**src/rtl/serial_adder_ctrl.sv**
```systemverilog
// -----------------------------------------------------------------------------
// serial_adder_ctrl
//
// Adds two WIDTH-bit operands one bit per clock, LSB first, reusing a single
// full-add stage built from two half adders and an OR gate. The carry between
// bit positions is held in a flop, so the datapath stays one bit wide and the
// cost is latency: WIDTH clocks per addition.
//
// The requester issues a one-cycle (or longer) start while the block is idle.
// The block then reports busy until the result has been presented, and pulses
// done for one cycle when sum/carry_out are final.
//
// Ports
//   clk        in   1      rising-edge clock
//   rst_n      in   1      asynchronous active-low reset
//   start      in   1      request, only looked at while idle
//   a, b       in   WIDTH  operands, captured on the accepting edge
//   busy       out  1      high while an addition is running or completing
//   done       out  1      one-cycle pulse, sum/carry_out valid
//   sum        out  WIDTH  a + b modulo 2^WIDTH
//   carry_out  out  1      carry out of the top bit
// -----------------------------------------------------------------------------

// One-bit half adder used as the building block of the serial add stage.
module half_adder (
    input  logic x,
    input  logic y,
    output logic s,
    output logic c
);
    assign s = x ^ y;
    assign c = x & y;
endmodule

module serial_adder_ctrl #(
    parameter int WIDTH = 8
) (
    input  logic             clk,
    input  logic             rst_n,
    input  logic             start,
    input  logic [WIDTH-1:0] a,
    input  logic [WIDTH-1:0] b,
    output logic             busy,
    output logic             done,
    output logic [WIDTH-1:0] sum,
    output logic             carry_out
);
    // A 1-bit build still needs a 1-bit counter so the compare is well formed.
    localparam int CW = (WIDTH > 1) ? $clog2(WIDTH) : 1;
    localparam logic [CW-1:0] CNT_LAST = CW'(WIDTH - 1);

    typedef enum logic [1:0] {
        ST_IDLE = 2'd0,
        ST_RUN  = 2'd1,
        ST_DONE = 2'd2
    } state_t;

    state_t           state_r;
    logic [WIDTH-1:0] a_sr_r;
    logic [WIDTH-1:0] b_sr_r;
    logic [WIDTH-1:0] sum_r;
    logic             carry_r;
    logic [CW-1:0]    cnt_r;
    logic             carry_out_r;
    logic             busy_r;
    logic             done_r;

    logic             prop_s;
    logic             gen_s;
    logic             bit_sum_s;
    logic             carry_prop_s;
    logic             bit_carry_s;
    logic [WIDTH-1:0] sum_next_s;

    // Full-add of the current LSBs: first half adder combines the operand
    // bits, second folds in the stored carry; either stage may produce carry.
    half_adder u_ha_ab (
        .x (a_sr_r[0]),
        .y (b_sr_r[0]),
        .s (prop_s),
        .c (gen_s)
    );

    half_adder u_ha_c (
        .x (prop_s),
        .y (carry_r),
        .s (bit_sum_s),
        .c (carry_prop_s)
    );

    assign bit_carry_s = gen_s | carry_prop_s;

    // The new sum bit enters at the MSB so that after WIDTH steps bit 0 of the
    // result has arrived at position 0.
    generate
        if (WIDTH == 1) begin : g_sum_w1
            assign sum_next_s = bit_sum_s;
        end else begin : g_sum_wn
            assign sum_next_s = {bit_sum_s, sum_r[WIDTH-1:1]};
        end
    endgenerate

    // Sequencer: operand capture, one bit step per RUN cycle, and the
    // registered busy/done decodes of the next state.
    always_ff @(posedge clk or negedge rst_n) begin
        if (!rst_n) begin
            state_r     <= ST_IDLE;
            a_sr_r      <= '0;
            b_sr_r      <= '0;
            sum_r       <= '0;
            carry_r     <= 1'b0;
            cnt_r       <= '0;
            carry_out_r <= 1'b0;
            busy_r      <= 1'b0;
            done_r      <= 1'b0;
        end else begin
            case (state_r)
                ST_IDLE: begin
                    done_r <= 1'b0;
                    if (start) begin
                        a_sr_r      <= a;
                        b_sr_r      <= b;
                        sum_r       <= '0;
                        carry_r     <= 1'b0;
                        cnt_r       <= '0;
                        carry_out_r <= 1'b0;
                        busy_r      <= 1'b1;
                        state_r     <= ST_RUN;
                    end else begin
                        busy_r  <= 1'b0;
                        state_r <= ST_IDLE;
                    end
                end
                ST_RUN: begin
                    sum_r   <= sum_next_s;
                    a_sr_r  <= a_sr_r >> 1'b1;
                    b_sr_r  <= b_sr_r >> 1'b1;
                    carry_r <= bit_carry_s;
                    cnt_r   <= cnt_r + CW'(1);
                    busy_r  <= 1'b1;
                    if (cnt_r == CNT_LAST) begin
                        carry_out_r <= bit_carry_s;
                        done_r      <= 1'b1;
                        state_r     <= ST_DONE;
                    end else begin
                        done_r  <= 1'b0;
                        state_r <= ST_RUN;
                    end
                end
                ST_DONE: begin
                    // Result registers are left alone so they hold until the
                    // next request is accepted.
                    busy_r  <= 1'b0;
                    done_r  <= 1'b0;
                    state_r <= ST_IDLE;
                end
                default: begin
                    busy_r  <= 1'b0;
                    done_r  <= 1'b0;
                    state_r <= ST_IDLE;
                end
            endcase
        end
    end

    assign busy      = busy_r;
    assign done      = done_r;
    assign sum       = sum_r;
    assign carry_out = carry_out_r;

endmodule

```
**config.mk**
```make
export PLATFORM = sky130hd
export DESIGN_NAME = serial_adder_ctrl
export DESIGN_NICKNAME = d
export VERILOG_FILES = /design/src/rtl/serial_adder_ctrl.sv
export SDC_FILE = /design/constraint.sdc
export NUM_CORES = 1
export LEC_CHECK = 0
export CAP_MARGIN = 20
export CORE_MARGIN = 2
export CORE_UTILIZATION = 50
export DETAILED_ROUTE_END_ITERATION = 16
export PLACE_DENSITY_LB_ADDON = 0.12
export SKIP_LAST_GASP = 1
export SYNTH_ARGS = -nofsm -noshare
export SYNTH_HDL_FRONTEND = slang
export SYNTH_HIERARCHICAL = 1
export SYNTH_SLANG_ARGS = --single-unit
```
**constraint.sdc**
```tcl
create_clock -name clk -period 1.8 [get_ports clk]
set_input_delay 0.18 -clock clk [delete_from_list [all_inputs] [get_ports clk]]
set_output_delay 0.18 -clock clk [all_outputs]
set_load 0.05 [all_outputs]
```
* Word level (Yosys, flattened, before mapping)
Cells that the tools add are included.
** Storage, ports and cells
- Register bits after elaboration :: 33
- Input bits :: 19
- Output and inout port bits :: 11
- Logic and storage cells :: 42
** Cells by class
- Add/subtract/negate cells :: 1
- Eq/ne operators :: 4
- Multiplexer cells :: 19
- Bitwise operators :: 5
- Reduce and logical (&&, ||, !) cells :: 4
** Operators by type and width (count)
- $pmux 8 s2 :: 3
- $mux 8 :: 3
- $mux 1 :: 6
- $pmux 1 s2 :: 3
- $pmux 3 s2 :: 1
- $ne 2x2->1 const B :: 2
- $pmux 2 s2 :: 1
- $add 3x1->3 const B :: 1
- $eq 3x3->1 const B :: 1
- $mux 3 :: 1
- $reduce_and 3->1 :: 1
- $and 1x1->1 :: 2
- $eq 2x1->1 const B :: 1
- $logic_not 2->1 :: 1
- $mux 2 :: 1
- $reduce_and 2->1 :: 1
- $reduce_bool 2->1 :: 1
- $xor 1x1->1 :: 2
- $or 1x1->1 :: 1

* Logic depth before layout (Yosys ltp)
Gate-level depths: netlist of the first run.
- Word-level depth :: 5
- Depth in mapped cells :: 6
- Depth with buffers taken out :: 5

* By module
The synthesis of the first run kept the hierarchy.
** Modules (own cells, without submodules)
- serial_adder_ctrl :: times used 1, cells an instance 137, area each 1507.7 um2, seq. area each 825.8 um2
- half_adder :: times used 2, cells an instance 1, area each 12.5 um2, seq. area each 0.0 um2

* Worst setup path after synthesis of the first run
Ideal clock, no wire load.
- Path type :: register to register
- Start :: reg b_sr_r[0]
- End :: reg carry_out_r, in the netlist carry_out
- Setup time :: 0.121 ns
- Data arrival time :: 1.157 ns
- Data required time :: 1.679 ns
- Slack :: 0.522 ns
- Cell stages (with the launch flop) :: 6
- Path buffers :: 0
- Clock period less this slack :: 1.278 ns
- Path through :: dfrtp_1 -> ha_1 -> ha_1 -> nor2_1 -> o31ai_1 -> a22o_1
** Between the ends
- Cells in the longest elaborated chain, start to end :: 5
- Elaborated cells on any way between the ends :: 6
- Classes of those cells :: mux (2); bitwise (4)
** Ends and longest elaborated chain
- start, declared :: RTL line 60 : logic [WIDTH-1:0] b_sr_r;
- start signal, assigned :: RTL line 137 : b_sr_r <= b_sr_r >> 1'b1;
- $xor 1x1->1 :: RTL line 31 : assign s = x ^ y;
- net prop_s :: RTL line 68 : logic prop_s;
- $and 1x1->1 :: RTL line 32 : assign c = x & y;
- net carry_prop_s :: RTL line 71 : logic carry_prop_s;
- $or 1x1->1 :: RTL line 91 : assign bit_carry_s = gen_s | carry_prop_s;
- $mux 1 :: RTL line 141 : if (cnt_r == CNT_LAST) begin
- $pmux 1 s2 :: RTL line 117 : case (state_r)
- end signal, assigned :: RTL line 142 : carry_out_r <= bit_carry_s;
- end, declared :: RTL line 64 : logic carry_out_r;
The timed path passes the listed nets, and every way through them passes these cells. The select of a mux whose other input is x is not followed.
A chain may end at the register's enable or synchronous reset.

* Final worst setup path of the first run
- Start :: reg sum_r[7], in the netlist sum[7]
- End :: out sum[7]
** RTL lines
- start, declared :: RTL line 61 : logic [WIDTH-1:0] sum_r;
- start signal, assigned :: RTL line 135 : sum_r <= sum_next_s;
- end, declared :: RTL line 45 : output logic [WIDTH-1:0] sum,
No word-level cell between the ends.

==> impl_metrics.csv, run 1 <==
group,metric,value,unit
timing,max_clock_freq,576,MHz
drt,wire_per_inst,15.2,um
drt,drcViolationCount,0,
clocking,cts-root-buf,"clkbuf_4",
global_routing,use_met3,4.80,%
status,status,"complete, no violations",
drt,drt-initial-drc-count,43,
synth,synth.area.top_cells,"dfrtp_1 (54%), a22oi_1 (6.9%), a22o_1 (6.3%)",
cells_and_area,fin_util,63.7,%
synth,netlist_area,1530,um2
worst_setup_path,path_cells,"clkdlybuf4s50_1",
synth,synth_top_cell_by_area,"dfrtp_1",
global_routing,first_global_vias,1148,
placement,hpwl,2030,um
synth,synth-adder-area-share,3.27,%
power,seq_power_share,40.6,%
power,leakage,0.849,nW
timing,setup_tns,0,ns
drt,wl,3120,um
floorplanning,dieHeight,59.4,um
synth,synth_seq_cells,33,
power,pwr-share-clk,13.6,%
synth,avgSynthCellArea,11.0,um2
drt,ant_nets,0,
global_routing,grt.overflow.total,0,
worst_setup_path,cp-end-kind,"output pin",
timing,rsz0062_at_grt,"no",
timing,period_share,96.5,%
global_routing,use_met2,31.1,%
clocking,insertion_delay,0.33,ns
worst_setup_path,critPathKind,"reg -> out",
timing,final.setup_skew,0.00617,ns
power,combPwrFrac,45.8,%
clocking,cts_hold_buf,0,
cells_and_area,n_antenna_cell,0,
synth,syn-instance-count,139,
power,powerDensity,1630,nW/um2
global_routing,antenna_found_initial,0,
synth,synth_cell_type_count,23,
floorplanning,core_area,2980,um2
drt,firstDrtPassIters,4,
power,switching_share,41.1,%
synth,synthMuxAreaShare,1.39,%
worst_setup_path,cp_top_family,"buffers and inverters",
power,irDropWorstVdd,1.05,mV
worst_setup_path,slowest_stage,"clkdlybuf4s50_1",
clocking,postCtsSetupBuffers,0,
power,internal_power,0.00182,W
synth,synth_xor_area_share,0,%
timing,setup_viol,0,
synth,synth-simple-area-share,10.6,%
floorplanning,ios,30,
worst_setup_path,worst-path-buf-inv,1,
clocking,clk_path_buf_depth,2,
floorplanning,die_w,59.4,um
timing,drv_slew,0,
drt,via_per_inst,5.60,
synth,yosysWarnings,6,
floorplanning,rows,20,
floorplanning,die-area,3520,um2
global_routing,grt_usage,19.7,%
cells_and_area,n_fill_cell,245,
placement,portBuffers,29,
synth,synth-compound-area-share,24.9,%
clocking,clk_pin_slew,0.10,ns
clocking,htree_levels,2,
drt,vias,1148,
clocking,cts_tree,"done",
clocking,post_cts_resized,0,
clocking,cts_buffers,5,
synth,ys_seq_area_share,53.9,%
synth,synth_top_family_by_area,"compound AO/OA/AOI/OAI gates",
placement,gp_congestion,0.783,
worst_setup_path,path_max_fanout,3,
cells_and_area,final_nets,195,
cells_and_area,drive_gt1_share,8.72,%
cells_and_area,syn_to_final_growth,23.7,%
global_routing,grt_busiest_layer,"met2",
global_routing,grt_pass1_wl,5160,um
synth,syn_nets,162,
job,drv_cap,0,
power,switchingPower,0.00127,W
timing,min_period,1.74,ns
worst_setup_path,max_stage_delay,0.83,ns
min_path,hp-class,"in -> async",
timing,slew_headroom,66.2,%
worst_setup_path,startpoint_type,"flip-flop",
worst_setup_path,worstPathRequired,1.62,ns
synth,yosysTopAreaCellShare,53.9,%
timing,hold_violations,0,
clocking,cts_sinks,33,
global_routing,grt_start_max_net_pins,34,
floorplanning,start_util,51.5,%
worst_setup_path,critPathArrivalTime,1.56,ns
timing,tightest_slew,0.506,ns
global_routing,met1_usage,25.1,%
-- area by class of cell --
cell class                 instances  area [um2]  area share, %
timing repair buffer              37         350           18.5
tap                               33        41.3           2.18
clock buffer                       7        55.1           2.90
inverter                           2        7.51          0.396
sequential                        33         826           43.6
multi-input combinational         93         616           32.5
-- per-stage QoR --
stage          power (W)  hold slack, ns  instance area [um2]  cells  worst slack, ns
4_1_cts          0.00312           0.246                 1900    205           0.0539
3_3_place_gp     0.00264           0.481                 1840    198            0.390
5_1_grt          0.00329           0.260                 1900    205           0.0239
6_report         0.00308           0.233                 1900    205           0.0631
2_1_floorplan    0.00227          -0.116                 1530    139            0.522
3_5_place_dp     0.00269           0.474                 1840    198            0.350
-- state kept, by name, summed over array words and instances, names as in the netlist --
| signal | cells |
|---|---|
| busy | 1 |
| sum | 8 |
| a_sr_r | 8 |
| b_sr_r | 8 |
| cnt_r | 3 |
| carry_r | 1 |
| done | 1 |
| carry_out | 1 |
| state_r | 2 |
-- synth_stat cells --
library cell,n
inv_1,2
ha_1,4
o21ai_1,6
nor2_1,2
buf_6,4
dfrtp_1,33
o21ai_0,11
mux2i_1,1
mux2_2,1
o21bai_1,1
nand2_1,4
a21oi_1,16
nand2b_1,1
a22oi_1,14
o31ai_1,1
and2_1,2
clkbuf_1,2
and2b_1,7
nor2b_1,11
buf_2,1
a22o_1,11
buf_1,1
buf_4,3
-- worst paths after layout --
check                      startpoint        end  slack [ns]  depth (start not counted)
max                            sum[7]     sum[7]        0.06                          1
min                             rst_n  a_sr_r[5]        0.23                          2
max reg2reg                 b_sr_r[0]  carry_out        0.39                          5
min reg2reg                   carry_r    carry_r        0.50                          2
max in group asynchronous       rst_n  b_sr_r[1]        1.26                          2
min in group clk                 a[5]  a_sr_r[5]        0.47                          3
-- kinds of logic (layout without fill, tap and decap cells) --
logic type | Yosys count | count (layout)
and+or+nand+nor | 27 | 27
DFF | 33 | 33
AOI/OAI and AO/OA | 60 | 60
adders and majority gates | 4 | 4
buffers and inverters | 13 | 46
muxes | 2 | 2
-- metal layers --
layer  up-vias  wire length [um]  share of wire [%]
li1        562                 -                  -
met1       542              1320                 42
met2        35              1540                 49
met3         9               193                6.2
met4         0                67                2.2
met5         -                 0                  0
-- cell usage in the layout, fill, tap and decap left out, drive strengths merged --
master | synthesis | routed
mux2i | 1 | 1
buf | 9 | 8
clkdlybuf4s50 | 0 | 29
and2b | 7 | 7
o21bai | 1 | 1
dfrtp | 33 | 33
clkbuf | 2 | 7
nand2 | 4 | 4
nor2b | 11 | 11
ha | 4 | 4
and2 | 2 | 2
o21ai | 17 | 17
inv | 2 | 2
nor2 | 2 | 2
a22oi | 14 | 14
o31ai | 1 | 1
mux2 | 1 | 1
nand2b | 1 | 1
a21oi | 16 | 16
a22o | 11 | 11
-- power by group through the flow --
stage / registers, W / logic, W / clock network, W
2_1_floorplan: 0.00154 / 0.000728 / 0
3_3_place_gp: 0.00125 / 0.00139 / 0
3_5_place_dp: 0.00126 / 0.00143 / 0
4_1_cts: 0.00126 / 0.00143 / 0.000428
5_1_grt: 0.00129 / 0.00154 / 0.000463
6_report: 0.00125 / 0.00141 / 0.000418
(Power assumes the default switching activity.)
==> inputs of run 2 (changes only) <==
--- a/config.mk
+++ b/config.mk
@@ -7,7 +7,7 @@
 export LEC_CHECK = 0
 export CAP_MARGIN = 20
 export CORE_MARGIN = 2
-export CORE_UTILIZATION = 50
+export CORE_UTILIZATION = 54
 export DETAILED_ROUTE_END_ITERATION = 16
 export PLACE_DENSITY_LB_ADDON = 0.12
 export SKIP_LAST_GASP = 1
==> constraint.sdc (replaced) <==
create_clock -name clk -period 2 [get_ports clk]
set_input_delay 0.2 -clock clk [delete_from_list [all_inputs] [get_ports clk]]
set_output_delay 0.2 -clock clk [all_outputs]
set_load 0.05 [all_outputs]
==> impl_metrics.csv, run 2 (synthesis results as in run 1) <==
group,metric,value,unit
worst_setup_path,cp-end-kind,"output pin",
worst_setup_path,worstPathRequired,1.80,ns
floorplanning,dieHeight,57.3,um
placement,dpl_cell_area,1820,um2
clocking,post_cts_resized,0,
power,powerDensity,1480,nW/um2
clocking,htree_levels,2,
timing,setup_ws,0.241,ns
drt,top_layer,"met4",
cells_and_area,syn_to_final_growth,23.5,%
timing,rsz0062_at_grt,"no",
drt,wl,3130,um
timing,setup_tns,0,ns
min_path,hp-class,"in -> async",
worst_setup_path,cp_num_cells,1,
worst_setup_path,startpoint_type,"flip-flop",
status,status,"complete, no violations",
worst_setup_path,critPathArrivalTime,1.56,ns
placement,preCtsSetupSlack,-0.0759,ns
clocking,clk_path_buf_depth,2,
worst_setup_path,path_cells,"clkdlybuf4s50_1",
placement,hpwl,2120,um
placement,gp_congestion,0.753,
drt,wl_met1,1350,um
timing,tightest_slew,1.09,ns
global_routing,first_global_vias,1150,
worst_setup_path,timing.rr.start,"state_r[1]",
worst_setup_path,critPathKind,"reg -> out",
worst_setup_path,max_stage_delay,0.82,ns
power,irDropWorstVdd,1.30,mV
cells_and_area,drive_gt1_share,8.77,%
drt,wl_met2,1580,um
timing,hold_violations,0,
cells_and_area,final_area,1890,um2
floorplanning,die-area,3280,um2
drt,via_per_inst,5.75,
global_routing,grt.overflow.total,0,
worst_setup_path,slowest_stage,"clkdlybuf4s50_1",
worst_setup_path,timing.rr.end,"a_sr_r[4]",
worst_setup_path,reg2reg_depth,3,
cells_and_area,final_nets,193,
clocking,cts-root-buf,"clkbuf_4",
floorplanning,die_w,57.3,um
worst_setup_path,crit_start,"sum[7]",
cells_and_area,n_antenna_cell,0,
global_routing,grt_start_max_net_pins,34,
worst_setup_path,cp_top_family,"buffers and inverters",
drt,wire_per_inst,15.5,um
global_routing,antenna_found_initial,0,
timing,min_period,1.76,ns
drt,drcViolationCount,0,
placement,portBuffers,29,
drt,drt-initial-drc-count,29,
clocking,clk_pin_slew,0.10,ns
floorplanning,start_util,56.1,%
clocking,cts_hold_buf,0,
drt,vias,1161,
clocking,cts_buffers,5,
clocking,cts_sinks,33,
clocking,cts_tree,"done",
clocking,insertion_delay,0.34,ns
timing,slew_headroom,27.5,%
global_routing,grt_pass1_wl,5260,um
global_routing,grt_usage,21.4,%
cells_and_area,layout_common_cells,"dfrtp_1 (33), clkdlybuf4s50_1 (29), a21oi_1 (16)",
timing,period_share,88.0,%
timing,max_clock_freq,568,MHz
power,leakage,0.849,nW
power,power,0.00281,W
job,drv_cap,0,
cells_and_area,n_fill_cell,222,
timing,final.setup_skew,0.00875,ns
floorplanning,ios,30,
drt,met3RoutedLength,149,um
drt,ant_nets,0,
floorplanning,rows,19,
timing,holdWs,0.259,ns
drt,firstDrtPassIters,4,
worst_setup_path,crit_end,"sum[7]",
timing,setup_viol,0,
timing,drv_slew,0,
worst_setup_path,worst-path-buf-inv,1,
worst_setup_path,ff2ff_setup_slack,0.31,ns
worst_setup_path,path_max_fanout,3,
cells_and_area,final_common_cell,"dfrtp_1",
clocking,postCtsSetupBuffers,0,
floorplanning,core_area,2730,um2
run 2: layout make-up:
type / count / area, um2 / share of cell area, %
clock inverters: 1 / 5.00 / 0.264
clock buffers: 7 / 65.1 / 3.44
well taps: 31 / 38.8 / 2.05
inverters: 2 / 7.51 / 0.397
multi-input cells: 93 / 616 / 32.5
repair buffers: 35 / 335 / 17.7
flip-flops and latches: 33 / 826 / 43.6
run 2: per-stage QoR:
step	instances	util [%]
2_1_floorplan	139	-
3_3_place_gp	194	66.7
3_5_place_dp	194	66.7
4_1_cts	202	69.2
5_1_grt	202	69.2
6_report	202	69.2
run 2: per-layer routing:
| layer | vias to the layer above | GRT usage [%] |
|---|---|---|
| li1 | 563 | - |
| met3 | 9 | 7.94 |
| met1 | 560 | 27.5 |
| met2 | 29 | 33.0 |
| met4 | 0 | 8.64 |
| met5 | - | 0 |
run 2: how the worst min path moves through the flow:
| stage | start | to | slack, ns | cells past startpoint |
|---|---|---|---|---|
| after floorplan | rst_n | a_sr_r[0] | -0.1 | 0 |
| after global placement | carry_r | carry_r | 0.47 | 2 |
| after detailed placement | cnt_r[1] | cnt_r[1] | 0.49 | 1 |
| after CTS | rst_n | b_sr_r[6] | 0.27 | 2 |
| after global routing | rst_n | a_sr_r[1] | 0.28 | 2 |
| final | rst_n | a_sr_r[1] | 0.26 | 2 |
run 2: power breakdown:
part | internal [W] | switching (W) | total, W
sequential | 0.000924 | 0.000184 | 0.00111
clock | 0.000204 | 0.000218 | 0.000422
combinational | 0.000534 | 0.000744 | 0.00128
total | 0.00166 | 0.00115 | 0.00281
==> inputs of run 3 (changes only) <==
--- a/config.mk
+++ b/config.mk
@@ -10,6 +10,7 @@
 export CORE_UTILIZATION = 54
 export DETAILED_ROUTE_END_ITERATION = 16
 export PLACE_DENSITY_LB_ADDON = 0.12
+export SKIP_CTS_REPAIR_TIMING = 1
 export SKIP_LAST_GASP = 1
 export SYNTH_ARGS = -nofsm -noshare
 export SYNTH_HDL_FRONTEND = slang
==> results of run 3 <==
Same layout as run 2: the final DEF is identical, and so are final timing and power.
